### src/rtl/traceback_unit_pkg.sv
// Shared trellis / survivor-memory dimensions for the Viterbi traceback path.
// Imported by the traceback unit and by the MMU/ACS blocks that share these sizes.
// Also carries the traceback FSM state encoding.
package traceback_unit_pkg;

  localparam int P_WD_STATE    = 4;   // 16 trellis states
  localparam int P_WD_DEPTH    = 5;   // 32 survivor pages
  localparam int P_WD_RAM_DATA = 8;   // survivor word width
  localparam int P_TB_MERGE    = 16;  // silent traceback steps
  localparam int P_TB_DECODE   = 8;   // steps that emit a decoded bit

  typedef enum logic [1:0] {
    S_IDLE = 2'd0,
    S_WAIT = 2'd1,
    S_READ = 2'd2
  } tb_fsm_e;

endpackage

### src/rtl/traceback_unit_if.sv
// Control, MMU read port and result bundle of the traceback unit.
// slave: the traceback unit itself; master: the controller/MMU side driving it.
// Carries no clock; clock and reset stay plain ports on the unit.
interface traceback_unit_if
  import traceback_unit_pkg::*;
#(
  parameter int WD_STATE    = P_WD_STATE,
  parameter int WD_DEPTH    = P_WD_DEPTH,
  parameter int WD_RAM_DATA = P_WD_RAM_DATA,
  parameter int TB_DECODE   = P_TB_DECODE
);

  logic                   Hold;
  logic                   Start;
  logic [WD_DEPTH-1:0]    StartPage;
  logic [WD_STATE-1:0]    StartState;
  logic [WD_RAM_DATA-1:0] DataTB;
  logic [WD_DEPTH:0]      AddressTB;
  logic                   Busy;
  logic                   Done;
  logic [TB_DECODE-1:0]   DecodedByte;

  modport master (
    output Hold, Start, StartPage, StartState, DataTB,
    input  AddressTB, Busy, Done, DecodedByte
  );

  modport slave (
    input  Hold, Start, StartPage, StartState, DataTB,
    output AddressTB, Busy, Done, DecodedByte
  );

endinterface

### src/rtl/traceback_unit_bitsel.sv
// Survivor bit select: picks the decision bit of the current state from a survivor word.
// Purely combinational, no latency.
// The upper state bit already chose the word half through the RAM address.
module tbu_bitsel
  import traceback_unit_pkg::*;
#(
  parameter int WD_RAM_DATA = P_WD_RAM_DATA,
  parameter int WD_SEL      = $clog2(WD_RAM_DATA)
) (
  input  logic [WD_RAM_DATA-1:0] data_i,
  input  logic [WD_SEL-1:0]      sel_i,
  output logic                   bit_o
);

  // Index the survivor word with the low state bits.
  always_comb begin
    bit_o = data_i[sel_i];
  end

endmodule

### src/rtl/traceback_unit.sv
// Viterbi traceback: walks survivor pages backwards from the best state, emits one byte.
// Latency: Done 48 cycles after Start is accepted (24 steps x WAIT+READ), plus any Hold cycles.
// Backpressure: Hold freezes every register; Start is only looked at in IDLE with Hold low.
module traceback_unit
  import traceback_unit_pkg::*;
#(
  parameter int WD_STATE    = P_WD_STATE,
  parameter int WD_DEPTH    = P_WD_DEPTH,
  parameter int WD_RAM_DATA = P_WD_RAM_DATA,
  parameter int TB_MERGE    = P_TB_MERGE,
  parameter int TB_DECODE   = P_TB_DECODE
) (
  input logic              CLOCK,
  input logic              Reset,
  traceback_unit_if.slave  tbu
);

  localparam int WD_SEL    = $clog2(WD_RAM_DATA);
  localparam int WD_STEP   = $clog2(TB_MERGE + TB_DECODE + 1);
  localparam int WD_DIDX   = $clog2(TB_DECODE);
  localparam int LAST_STEP = TB_MERGE + TB_DECODE - 1;

  tb_fsm_e                fsm_q;
  logic [WD_STATE-1:0]    state_q, state_d;
  logic [WD_DEPTH-1:0]    page_q, page_d;
  logic [WD_STEP-1:0]     step_q;
  logic [WD_DEPTH:0]      addr_q, addr_d;
  logic                   busy_q;
  logic                   done_q;
  logic [TB_DECODE-1:0]   byte_q, byte_d;
  logic [WD_DIDX-1:0]     dec_idx;
  logic                   surv_bit;

  tbu_bitsel #(
    .WD_RAM_DATA (WD_RAM_DATA)
  ) u_bitsel (
    .data_i (tbu.DataTB),
    .sel_i  (state_q[WD_SEL-1:0]),
    .bit_o  (surv_bit)
  );

  // Next values of one READ step: shift the decision in as the new state MSB and step back a page.
  always_comb begin
    page_d  = page_q - WD_DEPTH'(1);
    state_d = {surv_bit, state_q[WD_STATE-1:1]};
    addr_d  = {page_d, surv_bit};
    // Last step writes bit 0 (oldest bit), first decode step writes the MSB.
    dec_idx = WD_DIDX'(LAST_STEP) - step_q[WD_DIDX-1:0];
    byte_d  = byte_q;
    if (step_q >= WD_STEP'(TB_MERGE)) begin
      byte_d[dec_idx] = state_q[0];
    end
  end

  // Traceback FSM with registered outputs; Reset beats Hold and Start, Hold freezes everything.
  always_ff @(posedge CLOCK) begin
    if (Reset) begin
      fsm_q   <= S_IDLE;
      state_q <= '0;
      page_q  <= '0;
      step_q  <= '0;
      addr_q  <= '0;
      busy_q  <= 1'b0;
      done_q  <= 1'b0;
      byte_q  <= '0;
    end else begin
      done_q <= 1'b0;
      if (!tbu.Hold) begin
        case (fsm_q)
          S_IDLE: begin
            if (tbu.Start) begin
              page_q  <= tbu.StartPage;
              state_q <= tbu.StartState;
              step_q  <= '0;
              addr_q  <= {tbu.StartPage, tbu.StartState[WD_STATE-1]};
              busy_q  <= 1'b1;
              fsm_q   <= S_WAIT;
            end
          end
          S_WAIT: begin
            // One cycle for the survivor RAM to return the word.
            fsm_q <= S_READ;
          end
          S_READ: begin
            page_q  <= page_d;
            state_q <= state_d;
            addr_q  <= addr_d;
            step_q  <= step_q + WD_STEP'(1);
            byte_q  <= byte_d;
            if (step_q == WD_STEP'(LAST_STEP)) begin
              done_q <= 1'b1;
              busy_q <= 1'b0;
              fsm_q  <= S_IDLE;
            end else begin
              fsm_q <= S_WAIT;
            end
          end
          default: begin
            fsm_q <= S_IDLE;
          end
        endcase
      end
    end
  end

  assign tbu.AddressTB   = addr_q;
  assign tbu.Busy        = busy_q;
  assign tbu.Done        = done_q;
  assign tbu.DecodedByte = byte_q;

endmodule

### src/flat_wrapper.sv
// flat-port wrapper written by rule: the top's interface ports become plain ports
module traceback_unit_flat import traceback_unit_pkg::*;
#(
  parameter int WD_STATE    = P_WD_STATE,
  parameter int WD_DEPTH    = P_WD_DEPTH,
  parameter int WD_RAM_DATA = P_WD_RAM_DATA,
  parameter int TB_MERGE    = P_TB_MERGE,
  parameter int TB_DECODE   = P_TB_DECODE
)
  (CLOCK, Reset, tbu_Hold, tbu_Start, tbu_StartPage, tbu_StartState, tbu_DataTB, tbu_AddressTB, tbu_Busy, tbu_Done, tbu_DecodedByte);
  traceback_unit_if #(.WD_STATE(WD_STATE), .WD_DEPTH(WD_DEPTH), .WD_RAM_DATA(WD_RAM_DATA), .TB_DECODE(TB_DECODE)) tbu_i ();
  input logic CLOCK;
  input logic Reset;
  input wire logic [$bits(tbu_i.Hold)-1:0] tbu_Hold;
  input wire logic [$bits(tbu_i.Start)-1:0] tbu_Start;
  input wire logic [$bits(tbu_i.StartPage)-1:0] tbu_StartPage;
  input wire logic [$bits(tbu_i.StartState)-1:0] tbu_StartState;
  input wire logic [$bits(tbu_i.DataTB)-1:0] tbu_DataTB;
  output wire logic [$bits(tbu_i.AddressTB)-1:0] tbu_AddressTB;
  output wire logic [$bits(tbu_i.Busy)-1:0] tbu_Busy;
  output wire logic [$bits(tbu_i.Done)-1:0] tbu_Done;
  output wire logic [$bits(tbu_i.DecodedByte)-1:0] tbu_DecodedByte;
  assign tbu_i.Hold = tbu_Hold;
  assign tbu_i.Start = tbu_Start;
  assign tbu_i.StartPage = tbu_StartPage;
  assign tbu_i.StartState = tbu_StartState;
  assign tbu_i.DataTB = tbu_DataTB;
  assign tbu_AddressTB = tbu_i.AddressTB;
  assign tbu_Busy = tbu_i.Busy;
  assign tbu_Done = tbu_i.Done;
  assign tbu_DecodedByte = tbu_i.DecodedByte;
  traceback_unit #(.WD_STATE(WD_STATE), .WD_DEPTH(WD_DEPTH), .WD_RAM_DATA(WD_RAM_DATA), .TB_MERGE(TB_MERGE), .TB_DECODE(TB_DECODE)) u_core (.CLOCK(CLOCK), .Reset(Reset), .tbu(tbu_i));
endmodule
### config.mk
export PLATFORM = sky130hd
export DESIGN_NAME = traceback_unit_flat
export DESIGN_NICKNAME = d
export VERILOG_FILES = /design/src/rtl/traceback_unit_pkg.sv /design/src/rtl/traceback_unit_if.sv /design/src/rtl/traceback_unit_bitsel.sv /design/src/rtl/traceback_unit.sv /design/src/flat_wrapper.sv
export SDC_FILE = /design/constraint.sdc
export NUM_CORES = 1
export LEC_CHECK = 0
export ABC_AREA = 1
export BUFFER_PORTS_ARGS = -buffer_cell sky130_fd_sc_hd__clkbuf_2
export CAP_MARGIN = 20
export CORE_UTILIZATION = 30
export CTS_CLUSTER_DIAMETER = 60
export CTS_CLUSTER_SIZE = 8
export DETAILED_ROUTE_END_ITERATION = 7
export GPL_TIMING_DRIVEN = 0
export HOLD_SLACK_MARGIN = 0.15
export MAX_ROUTING_LAYER = met4
export PLACE_DENSITY = 0.54
export SYNTH_ARGS = -nofsm -noshare
export SYNTH_HDL_FRONTEND = slang
export SYNTH_SLANG_ARGS = --single-unit
### constraint.sdc
create_clock -name CLOCK -period 1.4 [get_ports CLOCK]
set_input_delay 0.07 -clock CLOCK [delete_from_list [all_inputs] [get_ports CLOCK]]
set_output_delay 0.07 -clock CLOCK [all_outputs]
set_load 0.005 [all_outputs]
======== Word level (Yosys, flattened, before mapping) ========
Cells that the tools add are included.
operators by class
  $add $sub $neg .......................... 3
  magnitude comparators ................... 4
  equal/unequal tests ..................... 5
  muxes and demuxes ....................... 20
  bitwise operators ....................... 2
  reductions and logical operators ........ 8
operators by type and width
  operator                                                                       number
  5-bit case mux with 2 select lines                                             2
  6-bit case mux with 2 select lines                                             1
  5-bit 2-to-1 mux                                                               2
  8-bit bitwise mux                                                              1
  3-bit by 4-bit less-than comparator with 1-bit output (second input constant)  2
  4-bit case mux with 2 select lines                                             1
  1-bit 2-to-1 mux                                                               6
  6-bit 2-to-1 mux                                                               1
  2-bit case mux with 3 select lines                                             1
  3-bit AND reduction                                                            2
  5-bit by 1-bit adder with 5-bit output (second input constant)                 1
  5-bit == test (second input constant)                                          1
  5-bit >= comparator (second input constant)                                    1
  5-bit by 1-bit subtractor with 5-bit output (second input constant)            1
  4-bit 2-to-1 mux                                                               1
  4-bit AND reduction                                                            1
  1-bit binary-select mux with 3-bit select                                      1
  1-bit demux with 3-bit select                                                  1
  3-bit by 1-bit >= comparator with 1-bit output (second input constant)         1
  3-bit OR reduction                                                             1
  3-bit subtractor (first input constant)                                        1
  2-bit by 1-bit == test with 1-bit output (second input constant)               1
  2-bit == test (second input constant)                                          1
  2-bit zero test                                                                1
  other kinds (8)                                                                9
word-level totals
  register bits ........................... 32
  bits of input ports ..................... 21
  output and inout port bits .............. 16
  logic and storage cells ................. 50

======== Depth between registers and ports, before layout ========
  depth in word-level cells ............... 6
  gate-level depth with buffers ........... 8

======== Hierarchy ========
A second synthesis with hierarchy kept.
second synthesis, totals
  cell total of the unflattened synthesis .. 220
  area, all modules ....................... 1420.1 sq um
modules (own cells, without submodules)
  module          instances  cells each  area each (sq um)  seq. area each (sq um)
  traceback_unit  1          192         1310.0             520.5
  tbu_bitsel      1          28          110.1              0.0

======== Least setup slack after synthesis ========
No wires, ideal clock.
  kind .................................... reg2reg
  from .................................... reg u_core.fsm_q[1]
  to ...................................... reg u_core.state_q[2]
  library setup time ...................... 0.119 ns
  arrival time ............................ 1.032 ns
  required time ........................... 1.281 ns
  path slack .............................. 0.249 ns
  stages on the path, launching flop included .. 6
  path buffers ............................ 1
  clock period less this slack ............ 1.151 ns
  cells stage by stage .................... dfxtp_1 > o21ai_2 > inv_2 > buf_6 > o21ai_0 > nor2_1
between the ends
  cells in the longest elaborated chain, start to end .. 3
  elaborated cells between the ends (all ways) .. 6
  classes of those cells .................. eq/ne: 2; mux: 1; reduce/logical: 3
RTL lines
  what                                                                  line                  RTL
  start, declared                                                       traceback_unit.sv:23  tb_fsm_e fsm_q;
  start signal, assigned                                                traceback_unit.sv:58  fsm_q <= S_IDLE;
  start signal, assigned                                                traceback_unit.sv:77  fsm_q <= S_WAIT;
  start signal, assigned                                                traceback_unit.sv:82  fsm_q <= S_READ;
  2-bit == test / 2-bit zero test (equally long branches)               traceback_unit.sv:69  case (fsm_q)
  2-bit nonzero test (no line) / 2-bit != test (equally long branches)  --
  3-bit AND reduction (no line)                                         --
  end signal, assigned                                                  traceback_unit.sv:73  state_q <= tbu.StartState;
  end signal, assigned                                                  traceback_unit.sv:86  state_q <= state_d;
  end, declared                                                         traceback_unit.sv:24  logic [WD_STATE-1:0] state_q, state_d;
Parallel ways exist; a longest one is shown, timed or not.
A chain may end at the register's enable or synchronous reset.

======== Worst setup path after layout ========
  from .................................... in tbu_Hold
  to ...................................... reg u_core.state_q[2]
between the ends
  cells in the longest elaborated chain, start to end .. 2
RTL lines
  what                           line                RTL
  start, declared                flat_wrapper.sv:14  input wire logic [$bits(tbu_i.Hold)-1:0] tbu_Hold;
  1-bit NOT (no line)            --
  3-bit AND reduction (no line)  --
No other way between the ends.

==> flow_metrics.tcl <==
set metrics [dict create \
    finalSetupTns_ns 0 \
    hpwl_um 2520 \
    yosys.cell_count.top_type "nand2_1" \
    clk_pin_slew_ns 0.09 \
    gp_congestion 0.792 \
    fin_util_pct 41.2 \
    tightest_slew_ns 0.491 \
    async_reset_ff_share_pct 0 \
    overflow 0 \
    synth-edff-count 0 \
    worstPathCellList "dlygate4sd3_1 -> clkbuf_2 -> nor2_2 -> o21ai_4 -> buf_4 -> a211oi_1 -> nor2_1" \
    drtIter0Drc 87 \
    path_class "in2reg" \
    yosys-top-cells-area "dfxtp_1 (37%), nand2_1 (8.8%), nor2_1 (7.2%)" \
    start_util_pct 31.8 \
    dpl-instance-area_um2 1650 \
    ios 37 \
    power.switching_mw 0.413 \
    drive_above_1_share_pct 24.3 \
    fin_crit_sh_pct 90.2 \
    die-area_um2 4960 \
    die_w_um 70.4 \
    setup_viol 0 \
    fmax_ghz 0.792 \
    h-tree-depth 1 \
    worst_slack_ns 0.137 \
    syn-num-nets 227 \
    ys_seq_area_share_pct 37.0 \
    min_path_type "in2reg" \
    min_path_cells 4 \
    wl_per_cell_um 11.1 \
    area_delta_synth_final_pct 29.6 \
    dp.cells 291 \
    ys_ff_latch 26 \
    yosys_warnings 0 \
    synth_common_cells "nand2_1 (33), nor2_1 (27), dfxtp_1 (26)" \
    ant_nets 0 \
    wl_um 3370 \
    clk_latency_ns 0.28 \
    r2r_start "u_core.fsm_q[0]" \
    root_buffer "clkbuf_8" \
    total_power_mw 1.67 \
    clk_path_buf_depth 2 \
    power_density_nw_per_um2 920 \
    slew_viol_final 0 \
    drv_cap 0 \
    cts_buffers 3 \
    p_leak_nw 0.821 \
    endpoint_kind "register" \
    regToRegSetupSlack_ns 0.16 \
    status "finished, final reports clean" \
    p_int_mw 1.26 \
    finalCriticalPeriod_ns 1.26 \
    drc 0 \
    cts_tree "yes" \
    ir_drop_uv 514 \
    relSlewSlack_pct 67.3 \
    vias 1424 \
    startpoint_type "primary input" \
    cp_slowest_stage_delay_ns 0.53 \
    worstHoldStart "tbu_StartPage[4]" \
    critPathSlowestCell "dlygate4sd3_1" \
    postCtsSetupBuffers 0 \
    finalClockSkew_ns 0.00755 \
    rows 24 \
    syn_area_um2 1410 \
    drtPass1Iterations 4 \
    cts.sinks 26 \
    die_height_um 70.4 \
    diodes 0 \
    io_buffers 36 \
    crit_fanout 10 \
    first_global_vias 1320 \
    rsz0062_at_grt "no" \
    via_per_inst 4.70 \
    power_frac_comb_pct 14.8 \
    p_sw_share_pct 24.6 \
    power_frac_seq_pct 47.3 \
    grt_pass1_wl_um 5780 \
    yosysTopAreaCellShare_pct 37.0 \
    final_cell_area_um2 1820 \
    synth_cell_types 23 \
    cp.arrival_ns 1.43 \
    synth_top_flop_cell "dfxtp_1" \
    core_um2 4410 \
    hold_slack_ns 0.157 \
    clockPowerShare_pct 37.9 \
    required_ns 1.57 \
    grt_max_degree 16 \
    reg2reg_depth 6 \
    yosys.area.top_type "dfxtp_1" \
    gr-usage-all-layers_pct 14.8 \
    rr_endpoint "u_core.state_q[2]" \
    syn_inst 203 \
    syn_avg_cell_area_um2 6.92 \
    pre_cts_ws_ns 0.00248 \
    finalHoldViolCount 0 \
    nets 276 \
    antenna_found_initial 0 \
    min_to "u_core.tbu.AddressTB[5]" \
    fin_cells 303 \
]
-- power by group through the flow --
stage / Sequential, mW / Combinational (mW) / Clock (mW)
floorplan: 0.805 / 0.146 / 0
global route: 0.798 / 0.284 / 0.692
CTS: 0.792 / 0.249 / 0.659
global placement: 0.808 / 0.228 / 0
finish: 0.792 / 0.248 / 0.634
detailed placement: 0.809 / 0.228 / 0
-- layer usage --
| layer | routed length, um | vias to the layer above | GRT usage, % |
|---|---|---|---|
| met5 | 0 | - | - |
| met4 | 27 | 0 | 5.33 |
| met3 | 81 | 3 | 1.73 |
| met2 | 1540 | 25 | 23.2 |
| met1 | 1710 | 634 | 19.6 |
| li1 | - | 762 | - |
-- placed cells by master (no fill, tap or decap) --
master         count
inv_1             23
ha_1               2
nor2_8             1
xnor2_1            1
clkbuf_2          37
nand2_2            2
dlygate4sd3_1      8
dfxtp_2            2
o21ai_0           19
a21oi_1           17
bufinv_16          1
nor2_1            25
buf_6              2
nand3_1           19
nand3b_1           3
nor2_2             2
o21ai_4            1
nand4_1            3
inv_2              2
buf_4              2
dfxtp_1           24
clkbuf_1           1
ha_2               1
nand2_4            1
clkbuf_8           3
nor3_1             7
nor2_4             2
nand2_1           33
a211oi_1           5
buf_2              2
-- worst max-delay path by stage --
stage                      from                         to  slack (ns)  cells past startpoint
6_report               tbu_Hold          u_core.state_q[2]        0.14                      7
5_1_grt        u_core.step_q[0]            u_core.tbu.Busy       0.009                      4
4_1_cts         u_core.fsm_q[1]  u_core.tbu.DecodedByte[6]        0.05                      7
3_5_place_dp    u_core.fsm_q[1]          u_core.state_q[2]       0.002                      5
3_3_place_gp    u_core.fsm_q[1]          u_core.state_q[1]       0.007                      5
2_1_floorplan   u_core.fsm_q[1]          u_core.state_q[2]        0.25                      5
-- critical path: cells and delay by family --
| family | cells | cell delay, ns |
|---|---|---|
| buf+inv | 3 | 0.88 |
| simple gates | 2 | 0.19 |
| compound gates | 2 | 0.29 |
-- final cells by class --
type / instances / area (um^2)
plain buffers: 8 / 56.3
clock buffers: 3 / 41.3
clock inverters: 1 / 30.0
fillers: 485 / 2590
inverters: 25 / 93.8
multi-input cells: 144 / 751
flip-flops and latches: 26 / 523
well taps: 52 / 65.1
repair buffers: 44 / 260
-- kinds of logic (layout without fill, tap and decap cells) --
group           count (synthesis)  count (layout)  synth area share [%]
flops                          26              26                  37.0
compound gates                 42              42                  16.1
fa+ha+maj                       3               3                  2.67
buf+inv                        33              81                  10.6
simple gates                   98              98                  32.9
xor+xnor                        1               1                 0.623
-- flip-flops by register name (all words and copies together), names as in the netlist --
register                count
u_core.step_q               5
u_core.state_q              3
u_core.fsm_q                2
u_core.tbu.Done             1
u_core.tbu.AddressTB        6
u_core.tbu.DecodedByte      8
u_core.tbu.Busy             1
-- timing repair --
item / CTS / global route
endpoints found under the setup margin: 4 / 17
cloned: 0 / 0
hold endpoints to repair: 10 / 0
resized for setup: 1 / 7
hold buffers: 8 / 0
Note: power is estimated with default switching activity, not from simulation.
